$ cat src/rtl/sample_stream_arbiter_pkg.sv
// Shared types and default sizing for the sample-path arbiter and its
// neighbouring slot deserializers.
package sample_arb_pkg;

    typedef enum logic {
        IDLE  = 1'b0,
        BURST = 1'b1
    } arb_state_t;

    localparam int unsigned ARB_NUM_PORTS = 4;
    localparam int unsigned ARB_MAX_BURST = 8;
    localparam int unsigned ARB_SLOT_BITS = $clog2(ARB_NUM_PORTS);

    typedef logic [ARB_SLOT_BITS-1:0] slot_index_t;

endpackage

$ cat src/rtl/sample_stream_arbiter_if.sv
// Per-slot request streams in, one tagged merged stream out.
interface sample_stream_arbiter_if
    import sample_arb_pkg::*;
#(
    parameter int unsigned num_ports = ARB_NUM_PORTS,
    parameter int unsigned num_bits  = 48
);
    localparam int unsigned SLOT_W = $clog2(num_ports);

    logic [num_ports-1:0]          in_valid;
    logic [num_ports-1:0]          in_ready;
    logic [num_ports*num_bits-1:0] in_data;
    logic                          out_valid;
    logic                          out_ready;
    logic [num_bits-1:0]           out_data;
    logic [SLOT_W-1:0]             out_slot;
    logic                          out_last;

    modport slave (
        input  in_valid, in_data, out_ready,
        output in_ready, out_valid, out_data, out_slot, out_last
    );

    modport master (
        output in_valid, in_data, out_ready,
        input  in_ready, out_valid, out_data, out_slot, out_last
    );

endinterface

$ cat src/rtl/sample_stream_arbiter_rr_pick.sv
// Combinational round-robin picker: first requester after i_last_grant,
// wrapping modulo num_ports.
module rr_pick #(
    parameter  int unsigned num_ports = 4,
    localparam int unsigned SLOT_W    = $clog2(num_ports)
) (
    input  logic [num_ports-1:0] i_req,
    input  logic [SLOT_W-1:0]    i_last_grant,
    output logic                 o_any,
    output logic [SLOT_W-1:0]    o_index
);

    logic        w_found;
    int unsigned w_idx;

    always_comb begin
        o_any   = |i_req;
        o_index = '0;
        w_found = 1'b0;
        w_idx   = 0;
        for (int unsigned k = 1; k <= num_ports; k++) begin
            w_idx = (32'(i_last_grant) + k) % num_ports;
            if (!w_found && i_req[w_idx[SLOT_W-1:0]]) begin
                o_index = w_idx[SLOT_W-1:0];
                w_found = 1'b1;
            end
        end
    end

endmodule

$ cat src/rtl/sample_stream_arbiter.sv
// Round-robin burst arbiter merging per-slot sample streams into the shared
// host sample path; a granted slot keeps the path until its burst is done.
module sample_stream_arbiter
    import sample_arb_pkg::*;
#(
    parameter  int unsigned num_ports = ARB_NUM_PORTS,
    parameter  int unsigned num_bits  = 48,
    parameter  int unsigned max_burst = ARB_MAX_BURST,
    localparam int unsigned bl_bits   = $clog2(max_burst + 1),
    localparam int unsigned SLOT_W    = $clog2(num_ports)
) (
    input  logic                         sample_clk,
    input  logic                         reset_n,
    input  logic                         i_enable,
    input  logic [num_ports*bl_bits-1:0] i_burst_len,
    output logic                         o_busy,
    sample_stream_arbiter_if.slave       bus
);

    arb_state_t          r_state,      w_state_nxt;
    logic [SLOT_W-1:0]   r_grant,      w_grant_nxt;
    logic [SLOT_W-1:0]   r_last_grant, w_last_nxt;
    logic [bl_bits-1:0]  r_len,        w_len_nxt;
    logic [bl_bits-1:0]  r_count,      w_count_nxt;

    logic                w_any;
    logic [SLOT_W-1:0]   w_pick;
    logic [bl_bits-1:0]  w_bl_raw;
    logic [bl_bits-1:0]  w_bl_clamped;
    logic                w_out_valid;
    logic                w_out_last;
    logic [num_bits-1:0] w_out_data;
    logic [num_ports-1:0] w_in_ready;

    rr_pick #(.num_ports(num_ports)) u_rr_pick (
        .i_req        (bus.in_valid),
        .i_last_grant (r_last_grant),
        .o_any        (w_any),
        .o_index      (w_pick)
    );

    // Length of the candidate's burst, forced into 1..max_burst.
    always_comb begin
        w_bl_raw = i_burst_len[int'(w_pick)*bl_bits +: bl_bits];
        if (w_bl_raw == '0)
            w_bl_clamped = bl_bits'(1);
        else if (w_bl_raw > bl_bits'(max_burst))
            w_bl_clamped = bl_bits'(max_burst);
        else
            w_bl_clamped = w_bl_raw;
    end

    always_ff @(posedge sample_clk) begin
        if (!reset_n) begin
            r_state      <= IDLE;
            r_grant      <= '0;
            r_last_grant <= SLOT_W'(num_ports - 1);
            r_len        <= bl_bits'(1);
            r_count      <= '0;
        end else begin
            r_state      <= w_state_nxt;
            r_grant      <= w_grant_nxt;
            r_last_grant <= w_last_nxt;
            r_len        <= w_len_nxt;
            r_count      <= w_count_nxt;
        end
    end

    // Grant in IDLE; in BURST the granted port is passed straight through.
    always_comb begin
        w_state_nxt = r_state;
        w_grant_nxt = r_grant;
        w_last_nxt  = r_last_grant;
        w_len_nxt   = r_len;
        w_count_nxt = r_count;
        w_out_valid = 1'b0;
        w_out_last  = 1'b0;
        w_out_data  = '0;
        w_in_ready  = '0;
        case (r_state)
            IDLE: begin
                if (i_enable && w_any) begin
                    w_grant_nxt = w_pick;
                    w_len_nxt   = w_bl_clamped;
                    w_count_nxt = '0;
                    w_state_nxt = BURST;
                end
            end
            BURST: begin
                w_out_valid         = bus.in_valid[r_grant];
                w_in_ready[r_grant] = bus.out_ready;
                w_out_data          = bus.in_data[int'(r_grant)*num_bits +: num_bits];
                w_out_last          = (r_count == r_len - bl_bits'(1));
                if (w_out_valid && bus.out_ready) begin
                    w_count_nxt = r_count + bl_bits'(1);
                    if (w_out_last) begin
                        w_last_nxt  = r_grant;
                        w_state_nxt = IDLE;
                    end
                end
            end
        endcase
    end

    assign bus.out_valid = w_out_valid;
    assign bus.out_last  = w_out_last;
    assign bus.out_data  = w_out_data;
    assign bus.in_ready  = w_in_ready;
    assign bus.out_slot  = r_grant;
    assign o_busy        = (r_state == BURST);

endmodule

$ cat src/flat_wrapper.sv
// flat-port wrapper written by rule: the top's interface ports become plain ports
module sample_stream_arbiter_flat import sample_arb_pkg::*;
#(
    parameter  int unsigned num_ports = ARB_NUM_PORTS,
    parameter  int unsigned num_bits  = 48,
    parameter  int unsigned max_burst = ARB_MAX_BURST,
    localparam int unsigned bl_bits   = $clog2(max_burst + 1),
    localparam int unsigned SLOT_W    = $clog2(num_ports)
)
  (sample_clk, reset_n, i_enable, i_burst_len, o_busy, bus_in_valid, bus_in_data, bus_out_ready, bus_in_ready, bus_out_valid, bus_out_data, bus_out_slot, bus_out_last);
  sample_stream_arbiter_if #(.num_ports(num_ports), .num_bits(num_bits)) bus_i ();
  input  logic sample_clk;
  input  logic reset_n;
  input  logic i_enable;
  input  logic [num_ports*bl_bits-1:0] i_burst_len;
  output logic o_busy;
  input wire logic [$bits(bus_i.in_valid)-1:0] bus_in_valid;
  input wire logic [$bits(bus_i.in_data)-1:0] bus_in_data;
  input wire logic [$bits(bus_i.out_ready)-1:0] bus_out_ready;
  output wire logic [$bits(bus_i.in_ready)-1:0] bus_in_ready;
  output wire logic [$bits(bus_i.out_valid)-1:0] bus_out_valid;
  output wire logic [$bits(bus_i.out_data)-1:0] bus_out_data;
  output wire logic [$bits(bus_i.out_slot)-1:0] bus_out_slot;
  output wire logic [$bits(bus_i.out_last)-1:0] bus_out_last;
  assign bus_i.in_valid = bus_in_valid;
  assign bus_i.in_data = bus_in_data;
  assign bus_i.out_ready = bus_out_ready;
  assign bus_in_ready = bus_i.in_ready;
  assign bus_out_valid = bus_i.out_valid;
  assign bus_out_data = bus_i.out_data;
  assign bus_out_slot = bus_i.out_slot;
  assign bus_out_last = bus_i.out_last;
  sample_stream_arbiter #(.num_ports(num_ports), .num_bits(num_bits), .max_burst(max_burst)) u_core (.sample_clk(sample_clk), .reset_n(reset_n), .i_enable(i_enable), .i_burst_len(i_burst_len), .o_busy(o_busy), .bus(bus_i));
endmodule
$ cat config.mk
export PLATFORM = sky130hd
export DESIGN_NAME = sample_stream_arbiter_flat
export DESIGN_NICKNAME = d
export VERILOG_FILES = /design/src/rtl/sample_stream_arbiter_pkg.sv /design/src/rtl/sample_stream_arbiter_if.sv /design/src/rtl/sample_stream_arbiter_rr_pick.sv /design/src/rtl/sample_stream_arbiter.sv /design/src/flat_wrapper.sv
export SDC_FILE = /design/constraint.sdc
export NUM_CORES = 1
export LEC_CHECK = 0
export ABC_CLOCK_PERIOD_IN_PS = 2620
export BUFFER_PORTS_ARGS = -buffer_cell sky130_fd_sc_hd__clkbuf_2
export CORE_AREA = 2 2 106 108
export CTS_CLUSTER_DIAMETER = 120
export DETAILED_ROUTE_END_ITERATION = 6
export DIE_AREA = 0 0 108 110
export GPL_ROUTABILITY_DRIVEN = 1
export PLACE_DENSITY = 0.63
export SYNTH_ARGS = -nofsm -noshare
export SYNTH_HDL_FRONTEND = slang
export SYNTH_SLANG_ARGS = --single-unit
$ cat constraint.sdc
create_clock -name sample_clk -period 2.62 [get_ports sample_clk]
set_clock_uncertainty 0.1 [all_clocks]
set_input_delay 0 -clock sample_clk [delete_from_list [all_inputs] [get_ports sample_clk]]
set_output_delay 0 -clock sample_clk [all_outputs]
set_load 0.03 [all_outputs]
==> metrics.md <==
| Metric | Value |
|---|---|
| TritonCTS buffer count | 3 |
| Post-DP HPWL | slightly below 9 mm |
| CTS max path bufs | 2 |
| Status | complete, no violations |
| Post-synth EDFFs | 0 |
| Setup TNS | 0 ns |
| Yosys reg bits | 13 |
| Slew headroom | between 30% and 40% |
| Post-DRT Antenna Nets | 0 |
| Vias in the first global route | slightly below 3k |
| Slowest CP cell | dfxtp_1 |
| Top cells by area, synth | mux4_2 (47%), and2_1 (13%), dfxtp_1 (11%), mux2i_1 (5.1%), xnor2_1 (2.2%) |
| # H-tree levels | 1 |
| Unique masters post-synth | 37 |
| Final setup viols | 0 |
| Startpoint types | register |
| Register Area | 265.3 µm² |
| # diodes | 0 |
| # port buffers | between 200 and 300 |
| Routing usage on met2 | ~28% |
| Fin. max-slew vios | 0 |
| Fillers | between 1k and 1.5k |
| Grt met3 use | about 3.6% |
| F_max | ~480 MHz |
| Seq/Total Area, Yosys | between 10 and 15% |
| Grt met1 use | between 10% and 20% |
| CTS tree | yes |
| Syn nets | between 400 and 500 |
| Remaining DRCs | 0 |
| Critical Path Sink Type | register |
| Pleak | ~0.0019 µW |
| Final net count | around 700 |
| Max Cap Viol | 0 |
| Critical Path Max Stage Delay | ~0.34 ns |
| Mapped Avg Cell Area | between 10 and 15 µm² |
| Iteration-0 DRC count of the detailed router | 220 |
| Die H | between 100 and 150 µm |
| Sink Count | 13 |
| Vias | roughly 3.0k |
| GR peak layer | met2 |
| Core area | ~0.011 mm² |
| CP max FO | 9 |
| Actual slew at the worst max-slew pin | 0.9555 ns |
| DIE WIDTH | between 100 and 150 µm |
| WS Path Type | register to register |
| Layout cells sized above 1 | between 70 and 80% |
| Global route overflow | 0 |
| Initial Utilization | roughly 22% |
| DR pass1 iterations | 4 |
| Post-CTS Setup Inserts | 0 |
| Gpl congestion | 0.8606 |
| Tot GR Track Use | between 15 and 20% |
| Hold Vio Cnt, Final | 0 |
| Pin count of the biggest net entering global routing | 55 |
| Cell Chain, Critical Path | and2b_4 > o21ai_2 > o311ai_2 > mux2i_1 > mux2i_1 > o21ai_1 > a221o_1 |
| Share of synthesized registers carrying an async set or reset | 0% |
| Resize count post-CTS | 0 |
| Clock latency on the worst-skew pair | about 0.24 ns |
| # rows | 38 |
| RSZ-0062 raised after global routing | no |
| Min-delay worst type | input pin to register |
| Die area | 0.01188 mm² |
| Most frequent cells in the layout | clkbuf_2 (272), mux4_2 (49), and2_1 (49), mux2i_1 (12) |
| Clk root buf | clkbuf_8 |
| Post-Route WL | 10.28 mm |
| Clock transition at path regs | around 0.060 ns |
| Peak VDD IR | between 0.0002 and 0.00025 V |
| Post-synthesis cell count | ~220 |
| Power density over cell area | between 200 and 300 mW/mm² |
| Hold Buf Count CTS | 2 |
| Cell Area, Synth | around 0.0023 mm² |
| Initial antenna violation count | 0 |
| Via density | 4.824 |
| First-pass GRT wire length | 14.73 mm |
| Fin crit period | around 2.1 ns |
| WL/cell | approximately 17 µm |
| Top-Level Pins | between 200 and 300 |
| Commonest non-fill, non-tap cell in the layout | clkbuf_2 |
| Multi-input gate area in the final layout | about 0.0020 mm² |
| YS warnings | 0 |
| Ys flop type | dfxtp_1 |
| CP required | about 2.7 ns |
| Final Cycle Share | just under 80% |
| Proportion of netlist area held by the largest area contributor | a little under half |
| Cell taking the most area after synthesis | mux4_2 |
| Total Power | ~1200 µW |
| Cell mode on critical path | mux2i_1 |
| Critical path arrival | around 2.1 ns |
| Synth-to-layout area growth | 66.90% |
[stage by stage]
| stage | instance area (µm²) | instances | hold WS [ns] | setup slack (ns) | util (%) |
|---|---|---|---|---|---|
| 5_1_grt | 3905 | 618 | 0.2007 | 0.4058 | 36.50 |
| 3_3_place_gp | 3840 | 612 | 0.1193 | 0.6366 | 35.89 |
| 6_report | 3905 | 618 | 0.1394 | 0.5553 | 36.50 |
| 3_5_place_dp | 3840 | 612 | 0.1209 | 0.5463 | 35.89 |
| 2_1_floorplan | 2340 | 215 | -0.03806 | 0.5284 | - |
| 4_1_cts | 3905 | 618 | 0.1419 | 0.5329 | 36.50 |
[registers in the layout, summed over array words and instances (netlist names)]
register / flops
u_core.r_count: 4
u_core.r_len: 4
u_core.bus.out_slot: 2
u_core.r_last_grant: 2
u_core.o_busy: 1
[cell families after synthesis]
kind of cell               count (synthesis)  share of synthesized area, %
and+or+nand+nor                           87                         21.55
muxes                                     63                         53.26
buffers and inverters                     26                         4.865
AOI/OAI and AO/OA                         17                         5.508
DFF                                       13                         11.12
xor gates and xnor gates                   7                         2.620
adders and majority gates                  2                         1.069
[critical path, delay by kind of cell, from the launching register on]
kind / cells / cell delay [ns]
compound gates: 4 / 0.87
flops: 1 / 0.34
mux: 2 / 0.44
simple gates: 1 / 0.20
[path summary, 6_finish.rpt]
| kind | startpoint | end | slack, ns | depth (start not counted) |
|---|---|---|---|---|
| hold reg to reg | u_core.o_busy$_SDFF_PN0_ | u_core.o_busy$_SDFF_PN0_ | 0.38 | 2 |
| hold / removal | bus_out_ready | u_core.r_count[0]$_SDFFE_PN0P_ | 0.14 | 4 |
| setup / recovery | u_core.r_last_grant[0]$_SDFFE_PN1P_ | u_core.r_len[0]$_SDFFE_PN1P_ | 0.56 | 7 |
| setup reg to reg | u_core.r_last_grant[0]$_SDFFE_PN1P_ | u_core.r_len[0]$_SDFFE_PN1P_ | 0.56 | 7 |
[report_power, final]
part / switching [µW] / total, µW / leakage [µW] / internal (µW)
logic: 377 / 760 / 0.00181 / 383
registers: 14.2 / 223 / 0.000107 / 209
clock network: 74.0 / 182 / 0.0000228 / 107
total: 465 / 1160 / 0.00194 / 699
[cells in the mapped netlist (all sizes together), types with 3 or more instances]
cell / number
nor2: 11
nand2: 5
dfxtp: 13
mux4: 49
nor3: 6
mux2i: 12
clkbuf: 12
buf: 8
inv: 5
and3: 3
a21oi: 4
nand3: 5
and2: 49
nand2b: 3
nor2b: 3
xnor2: 6
[per-layer routing]
metal | share of wire (%) | vias up
met5 | 0 | -
met4 | 1.9 | 0
met3 | 9.8 | 12
met2 | 50 | 162
met1 | 38 | 1453
li1 | - | 1354
[final cells by class]
class                           count  share of cell area [%]
Multi-Input combinational cell    176                   50.34
Timing Repair Buffer              279                   36.65
Sequential cell                    13                   6.793
Tap cell                          140                   4.486
Clock buffer                        4                   1.153
Inverter                            6                  0.5767
No activity file was read; power rests on OpenSTA's default activity.
